[config.mk]
export PLATFORM = sky130hd
export DESIGN_NAME = dmem_access_ctrl
export DESIGN_NICKNAME = d
export VERILOG_FILES = /design/src/rtl/dmem_pkg.sv /design/src/rtl/dmem_lane_align.sv /design/src/rtl/dmem_access_ctrl.sv
export SDC_FILE = /design/constraint.sdc
export NUM_CORES = 1
export LEC_CHECK = 0
export CAP_MARGIN = 30
export CORE_ASPECT_RATIO = 0.9
export CORE_UTILIZATION = 45
export CTS_BUF_LIST = sky130_fd_sc_hd__clkbuf_4 sky130_fd_sc_hd__clkbuf_8
export CTS_CLUSTER_DIAMETER = 30
export DETAILED_ROUTE_END_ITERATION = 8
export PLACE_DENSITY_LB_ADDON = 0.2
export SLEW_MARGIN = 15
export SYNTH_ARGS = -nofsm -noshare
export SYNTH_HDL_FRONTEND = slang
export SYNTH_HIERARCHICAL = 1
export SYNTH_SLANG_ARGS = --single-unit
[constraint.sdc]
create_clock -name clk -period 3.55 [get_ports clk]
set_input_delay 0.71 -clock clk [delete_from_list [all_inputs] [get_ports clk]]
set_output_delay 0.71 -clock clk [all_outputs]
set_load 0.02 [all_outputs]
[src/rtl/dmem_pkg.sv]
// Shared encodings, FSM state type and alignment helper for the data-memory
// access controller.
package dmem_pkg;

  localparam logic [1:0] SZ_BYTE = 2'b00;
  localparam logic [1:0] SZ_HALF = 2'b01;
  localparam logic [1:0] SZ_WORD = 2'b10;

  localparam int ADDR_LIMIT_BIT = 15;

  typedef enum logic [1:0] {
    ST_IDLE,
    ST_RD_WAIT,
    ST_WRITE,
    ST_RESP
  } state_t;

  // Halves need an even byte address, words need a 4-byte-aligned one.
  function automatic logic is_misaligned(input logic [1:0] size, input logic [1:0] offset);
    logic bad;
    bad = 1'b0;
    case (size)
      SZ_HALF: bad = offset[0];
      SZ_WORD: bad = (offset != 2'b00);
      default: bad = 1'b0;
    endcase
    return bad;
  endfunction

endpackage

[src/rtl/dmem_lane_align.sv]
// Combinational lane steering: extracts and extends load data from a memory
// word, and merges store data into the addressed lanes of an old word.
module dmem_lane_align
  import dmem_pkg::*;
(
  input  logic [31:0] rd_word,
  input  logic [1:0]  size,
  input  logic        is_signed,
  input  logic [1:0]  offset,
  input  logic [31:0] wdata,
  output logic [31:0] load_data,
  output logic [31:0] merged_word
);

  logic [4:0]  bit_pos;
  logic [7:0]  sel_byte;
  logic [15:0] sel_half;

  assign bit_pos = {offset, 3'b000};

  always_comb begin
    sel_byte  = rd_word[bit_pos +: 8];
    sel_half  = offset[1] ? rd_word[31:16] : rd_word[15:0];
    load_data = rd_word;
    case (size)
      SZ_BYTE: load_data = {{24{is_signed & sel_byte[7]}}, sel_byte};
      SZ_HALF: load_data = {{16{is_signed & sel_half[15]}}, sel_half};
      default: load_data = rd_word;
    endcase
  end

  // Little-endian lanes: only the addressed byte/half is replaced.
  always_comb begin
    merged_word = rd_word;
    case (size)
      SZ_BYTE: merged_word[bit_pos +: 8] = wdata[7:0];
      SZ_HALF: begin
        if (offset[1]) merged_word[31:16] = wdata[15:0];
        else           merged_word[15:0]  = wdata[15:0];
      end
      SZ_WORD: merged_word = wdata;
      default: merged_word = rd_word;
    endcase
  end

endmodule

[src/rtl/dmem_access_ctrl.sv]
// Load/store controller between the MEM stage and the banked data memory:
// word conversion, load extension, read-modify-write for sub-word stores.
module dmem_access_ctrl
  import dmem_pkg::*;
#(
  parameter int MEM_RD_LAT = 2,
  parameter int WORD_BITS  = 13
) (
  input  logic        clk,
  input  logic        reset,
  input  logic        req_valid,
  output logic        req_ready,
  input  logic        req_write,
  input  logic [1:0]  req_size,
  input  logic        req_signed,
  input  logic [31:0] req_addr,
  input  logic [31:0] req_wdata,
  output logic        rsp_valid,
  output logic [31:0] rsp_rdata,
  output logic        rsp_err,
  output logic [31:0] mem_addr,
  output logic [31:0] mem_dataIn,
  output logic        mem_readWrite,
  input  logic [31:0] mem_dataOut
);

  localparam int CW = $clog2(MEM_RD_LAT + 1);
  localparam logic [CW-1:0] CNT_LOAD = CW'(MEM_RD_LAT - 1);
  localparam logic [CW-1:0] CNT_ONE  = CW'(1);

  state_t state, state_nx;
  logic [CW-1:0] cnt, cnt_nx;
  logic capture_rd;

  logic                 wr_q;
  logic [1:0]           size_q;
  logic                 sgn_q;
  logic [WORD_BITS+1:0] addr_q;
  logic [31:0]          wdata_q;
  logic                 err_q;
  logic [31:0]          word_q;

  logic        accept;
  logic        req_err;
  logic [31:0] word_index;
  logic [31:0] load_data;
  logic [31:0] merged_word;

  assign req_ready  = (state == ST_IDLE) && reset;
  assign accept     = req_valid && req_ready;
  assign word_index = {{(32-WORD_BITS){1'b0}}, addr_q[WORD_BITS+1:2]};

  assign req_err = (req_size == 2'b11)
                || is_misaligned(req_size, req_addr[1:0])
                || (req_addr[31:ADDR_LIMIT_BIT] != '0);

  dmem_lane_align u_lane_align (
    .rd_word     (word_q),
    .size        (size_q),
    .is_signed   (sgn_q),
    .offset      (addr_q[1:0]),
    .wdata       (wdata_q),
    .load_data   (load_data),
    .merged_word (merged_word)
  );

  always_ff @(posedge clk or negedge reset) begin
    if (!reset) begin
      state <= ST_IDLE;
      cnt   <= '0;
    end else begin
      state <= state_nx;
      cnt   <= cnt_nx;
    end
  end

  // Word stores skip the read; everything else that is legal reads first.
  always_comb begin
    state_nx      = state;
    cnt_nx        = cnt;
    capture_rd    = 1'b0;
    rsp_valid     = 1'b0;
    rsp_rdata     = '0;
    rsp_err       = 1'b0;
    mem_addr      = '0;
    mem_dataIn    = '0;
    mem_readWrite = 1'b0;
    case (state)
      ST_IDLE: begin
        if (accept) begin
          cnt_nx = '0;
          if (req_err) begin
            state_nx = ST_RESP;
          end else if (req_write && (req_size == SZ_WORD)) begin
            state_nx = ST_WRITE;
          end else begin
            state_nx = ST_RD_WAIT;
            cnt_nx   = CNT_LOAD;
          end
        end
      end
      ST_RD_WAIT: begin
        mem_addr = word_index;
        if (cnt == '0) begin
          capture_rd = 1'b1;
          cnt_nx     = '0;
          state_nx   = wr_q ? ST_WRITE : ST_RESP;
        end else begin
          cnt_nx = cnt - CNT_ONE;
        end
      end
      ST_WRITE: begin
        mem_addr      = word_index;
        mem_readWrite = 1'b1;
        mem_dataIn    = merged_word;
        cnt_nx        = '0;
        state_nx      = ST_RESP;
      end
      ST_RESP: begin
        mem_addr  = word_index;
        rsp_valid = 1'b1;
        rsp_err   = err_q;
        rsp_rdata = (wr_q || err_q) ? 32'h0 : load_data;
        cnt_nx    = '0;
        state_nx  = ST_IDLE;
      end
      default: begin
        state_nx = ST_IDLE;
        cnt_nx   = '0;
      end
    endcase
  end

  // Request fields are frozen at accept; the read word is held for merge/extend.
  always_ff @(posedge clk or negedge reset) begin
    if (!reset) begin
      wr_q    <= 1'b0;
      size_q  <= SZ_BYTE;
      sgn_q   <= 1'b0;
      addr_q  <= '0;
      wdata_q <= '0;
      err_q   <= 1'b0;
      word_q  <= '0;
    end else begin
      if (accept) begin
        wr_q    <= req_write;
        size_q  <= req_size;
        sgn_q   <= req_signed;
        addr_q  <= req_addr[WORD_BITS+1:0];
        wdata_q <= req_wdata;
        err_q   <= req_err;
        word_q  <= '0;
      end else if (capture_rd) begin
        word_q <= mem_dataOut;
      end
    end
  end

endmodule

==> summary.txt <==
Worst setup path
  – Worst Path Arrival: 2.82 ns
  – CP Capture Type: primary output
  – Worst Setup Path Type: flip-flop to primary output
  – CP Max Fanout: 8
  – Setup crit start kind: flip-flop
  – Worst EP required: 2.84 ns

Die
  – Die Y: around 110 microns
  – Io pins: approximately 200
  – Die Span X: 125.9 microns
  – Core Region: 13,410 sq um
  – Die area: 14,300 sq um
  – Starting Density: between 40% and 50%
  – Row cnt: 40

Clock network
  – H-tree levels: 3
  – Clock Sinks: 88
  – Clock buffer depth: 2
  – Cts-stage hold buffer count: 0
  – Clk_lat worst skew: approximately 0.39 ns
  – CTS Buf Count: 9
  – Clk root buf: clkbuf_8
  – Clock slew at reported path FFs: 0.09 ns
  – CTS tree: yes

Cells and area
  – Fillers: 1,225
  – Layout Nets: roughly 1,100
  – Share of cells above drive strength 1: 7.856%
  – Reg area: about 2200 sq um
  – Finished layout cell area: 8419 sq um
  – Multi-input gate area: roughly 3700 sq um
  – Diode count: 0
  – P&R area growth vs syn: 35.34%

Timing
  – Final setup viols: 0
  – Achievable clock frequency: 283.7 MHz
  – Fin crit share: 99.30%
  – Clock Skew: 0.009350 ns
  – Max Transition Viols Final: 0
  – Final Hold Viols: 0
  – Final worst path period need: 3.525 ns
  – Max-slew headroom: 42.92%
  – RSZ-0062 raised after global routing: yes
  – Worst Tran Pin Value: 0.8562 ns

Place
  – Post-Place Cell Area: 8092 sq um
  – Port buffer count: 183
  – GPL Wtd Cong: 0.9935
  – HPWL Detailed: 14.74 mm

Logic synthesis
  – Number of flops mapped to enable cells by yosys: 0
  – Cells after Synth: 774
  – Commonest cells in the netlist: 238 x nand2_1, 88 x dfrtp_1, 67 x a21oi_1, 67 x and2_1, 32 x a221o_1
  – Synth area leader: dfrtp_1
  – Synth unique cells: 56
  – Seq cells post-synth: 88
  – Post-synth top flop: dfrtp_1
  – Area contributors post-synth: dfrtp_1 35%, nand2_1 14%, and2_1 6.7%
  – Yosys warnings: 6
  – Sequential share of the synthesized area: 35.40%
  – Async S/R FF share, synth: 100.0%
  – Netlist Area Pre-Place: 6221 sq um
  – Synthesized area per cell: 8.037 sq um
  – Synth top area share: approximately 35%
  – Count leader, synth: nand2_1

GRT
  – Gr busiest metal: met2
  – Met3 GRT Util: under 10%
  – GRT met1 Usage: about two fifths
  – Met2 GRT Util: 46.78%
  – Antenna violations before repair: 0
  – Vias in the first global route: just under 6,000
  – First-pass GRT wire length: 32.04 mm
  – Total gr overflow: 0
  – Total GRT Usage: roughly 30%
  – Largest net degree at the start of global routing: 67

Drt
  – Total routed wirelength: 20.54 mm
  – Antenna Violating Nets Remaining: 0
  – Drt drc: 0
  – WL per Instance: roughly 19 microns
  – Via Count: 6,298
  – First drt pass iteration count: 5
  – Vias per cell: 5.674
  – Initial DRC count: 701

Power
  – Pleak: ~3.9 nW
  – P per Cell Area: 918.1 nW/um^2
  – Final Total Pwr: 0.007730 W
  – Maximum VDD drop: 585.8 uV

Run status
  – Status: finished, final reports clean

Min path
  – HP Class: input port to asynchronous set/reset pin

Flow run
  – MaxCap Viol Count: 0
## stage by stage
stage               setup TNS (ns)  hold slack [ns]  std cells  setup slack (ns)  util, %
floorplan                        0           0.4144        792            0.5706        -
global placement                 0           0.4499       1089            0.3388    60.10
detailed placement               0           0.4541       1091            0.1969    60.33
CTS                              0           0.2188       1109          0.008595    62.15
global route               -0.4443           0.2342       1110          -0.09183    62.77
finish                           0           0.2217       1110           0.02476    62.77
## power breakdown
| part | internal, W | leakage (nW) | switching (W) |
|---|---|---|---|
| combinational | 0.00214 | 2.71 | 0.00253 |
| sequential | 0.00149 | 1.10 | 0.000828 |
| clock | 0.000363 | 0.108 | 0.000382 |
## final timing paths
kind | from | endpoint | slack (ns) | depth (start not counted)
max | addr_q[1] | mem_dataIn[1] | 0.02 | 7
min | reset | err_q | 0.22 | 1
min reg2reg | addr_q[11] | addr_q[11] | 0.47 | 2
min in group clk | addr_q[11] | addr_q[11] | 0.47 | 2
max reg2reg | state[0] | wdata_q[6] | 1.49 | 7
max in group asynchronous | reset | size_q[0] | 2.07 | 2
## routing by layer
layer  part of all wire, %  wire [microns]  vias to the layer above
li1                      -               -                     2963
met1                    42            8693                     2916
met2                    45            9165                      359
met3                   9.9            2034                       60
met4                   3.2             650                        0
met5                     0               0                        -
## state kept, by name, indices dropped and copies added, names as in the netlist
signal,flops
wdata_q,32
word_q,32
addr_q,15
cnt,2
size_q,2
state,2
err_q,1
sgn_q,1
wr_q,1
## repair_timing
item                                    in CTS  in global routing
gates resized for setup                      8                 22
pin swaps                                    0                  1
gates cloned                                 1                  1
endpoints found under the setup margin      45                 51
setup buffers                                1                  0
## cell families after synthesis
| kind of cell | Yosys count | synth area share, % |
|---|---|---|
| multiplexers | 31 | 5.088 |
| adder cells (fa/ha/maj) | 13 | 2.615 |
| AO/OA/AOI/OAI | 172 | 20.52 |
| AND/OR/NAND/NOR | 380 | 28.32 |
| buffers and inverters | 89 | 8.005 |
| other | 1 | 0.06028 |
| flip-flops | 88 | 35.40 |
## area by class of cell
cell class,instances,area share (%)
Inverter,12,0.5796
Clock inverter,4,0.6242
Sequential cell,88,26.23
Multi-Input combinational cell,616,43.56
Timing Repair inverter,1,0.05944
Tap cell,168,2.497
Clock buffer,12,1.813
Timing Repair Buffer,209,24.64
## critical path, cell delays in order (launching register included)
cell	delay [ns]
dfrtp_1	0.38
clkinv_1	0.17
ha_2	0.41
nor2b_1	0.06
a311o_4	0.46
a32o_1	0.28
and2_1	0.15
clkdlybuf4s50_1	0.53
## placed cells by master (no fill, tap or decap), drive strengths merged, types with 6 or more instances in the layout
cell type | Yosys | final
a21oi | 68 | 68
a221o | 32 | 32
a22o | 9 | 9
a22oi | 10 | 11
a32o | 8 | 8
and2 | 67 | 67
and3 | 8 | 8
buf | 50 | 27
clkbuf | 27 | 12
clkdlybuf4s50 | 0 | 168
conb | 1 | 19
dfrtp | 88 | 88
dlymetal6s2s | 0 | 13
ha | 13 | 13
inv | 11 | 11
mux2i | 29 | 29
nand2 | 238 | 238
nor2 | 22 | 22
nor2b | 20 | 20
nor3 | 6 | 6
o21ai | 11 | 11
o221ai | 12 | 12
o2bb2ai | 7 | 7
Note: power is estimated with default switching activity, not from simulation.
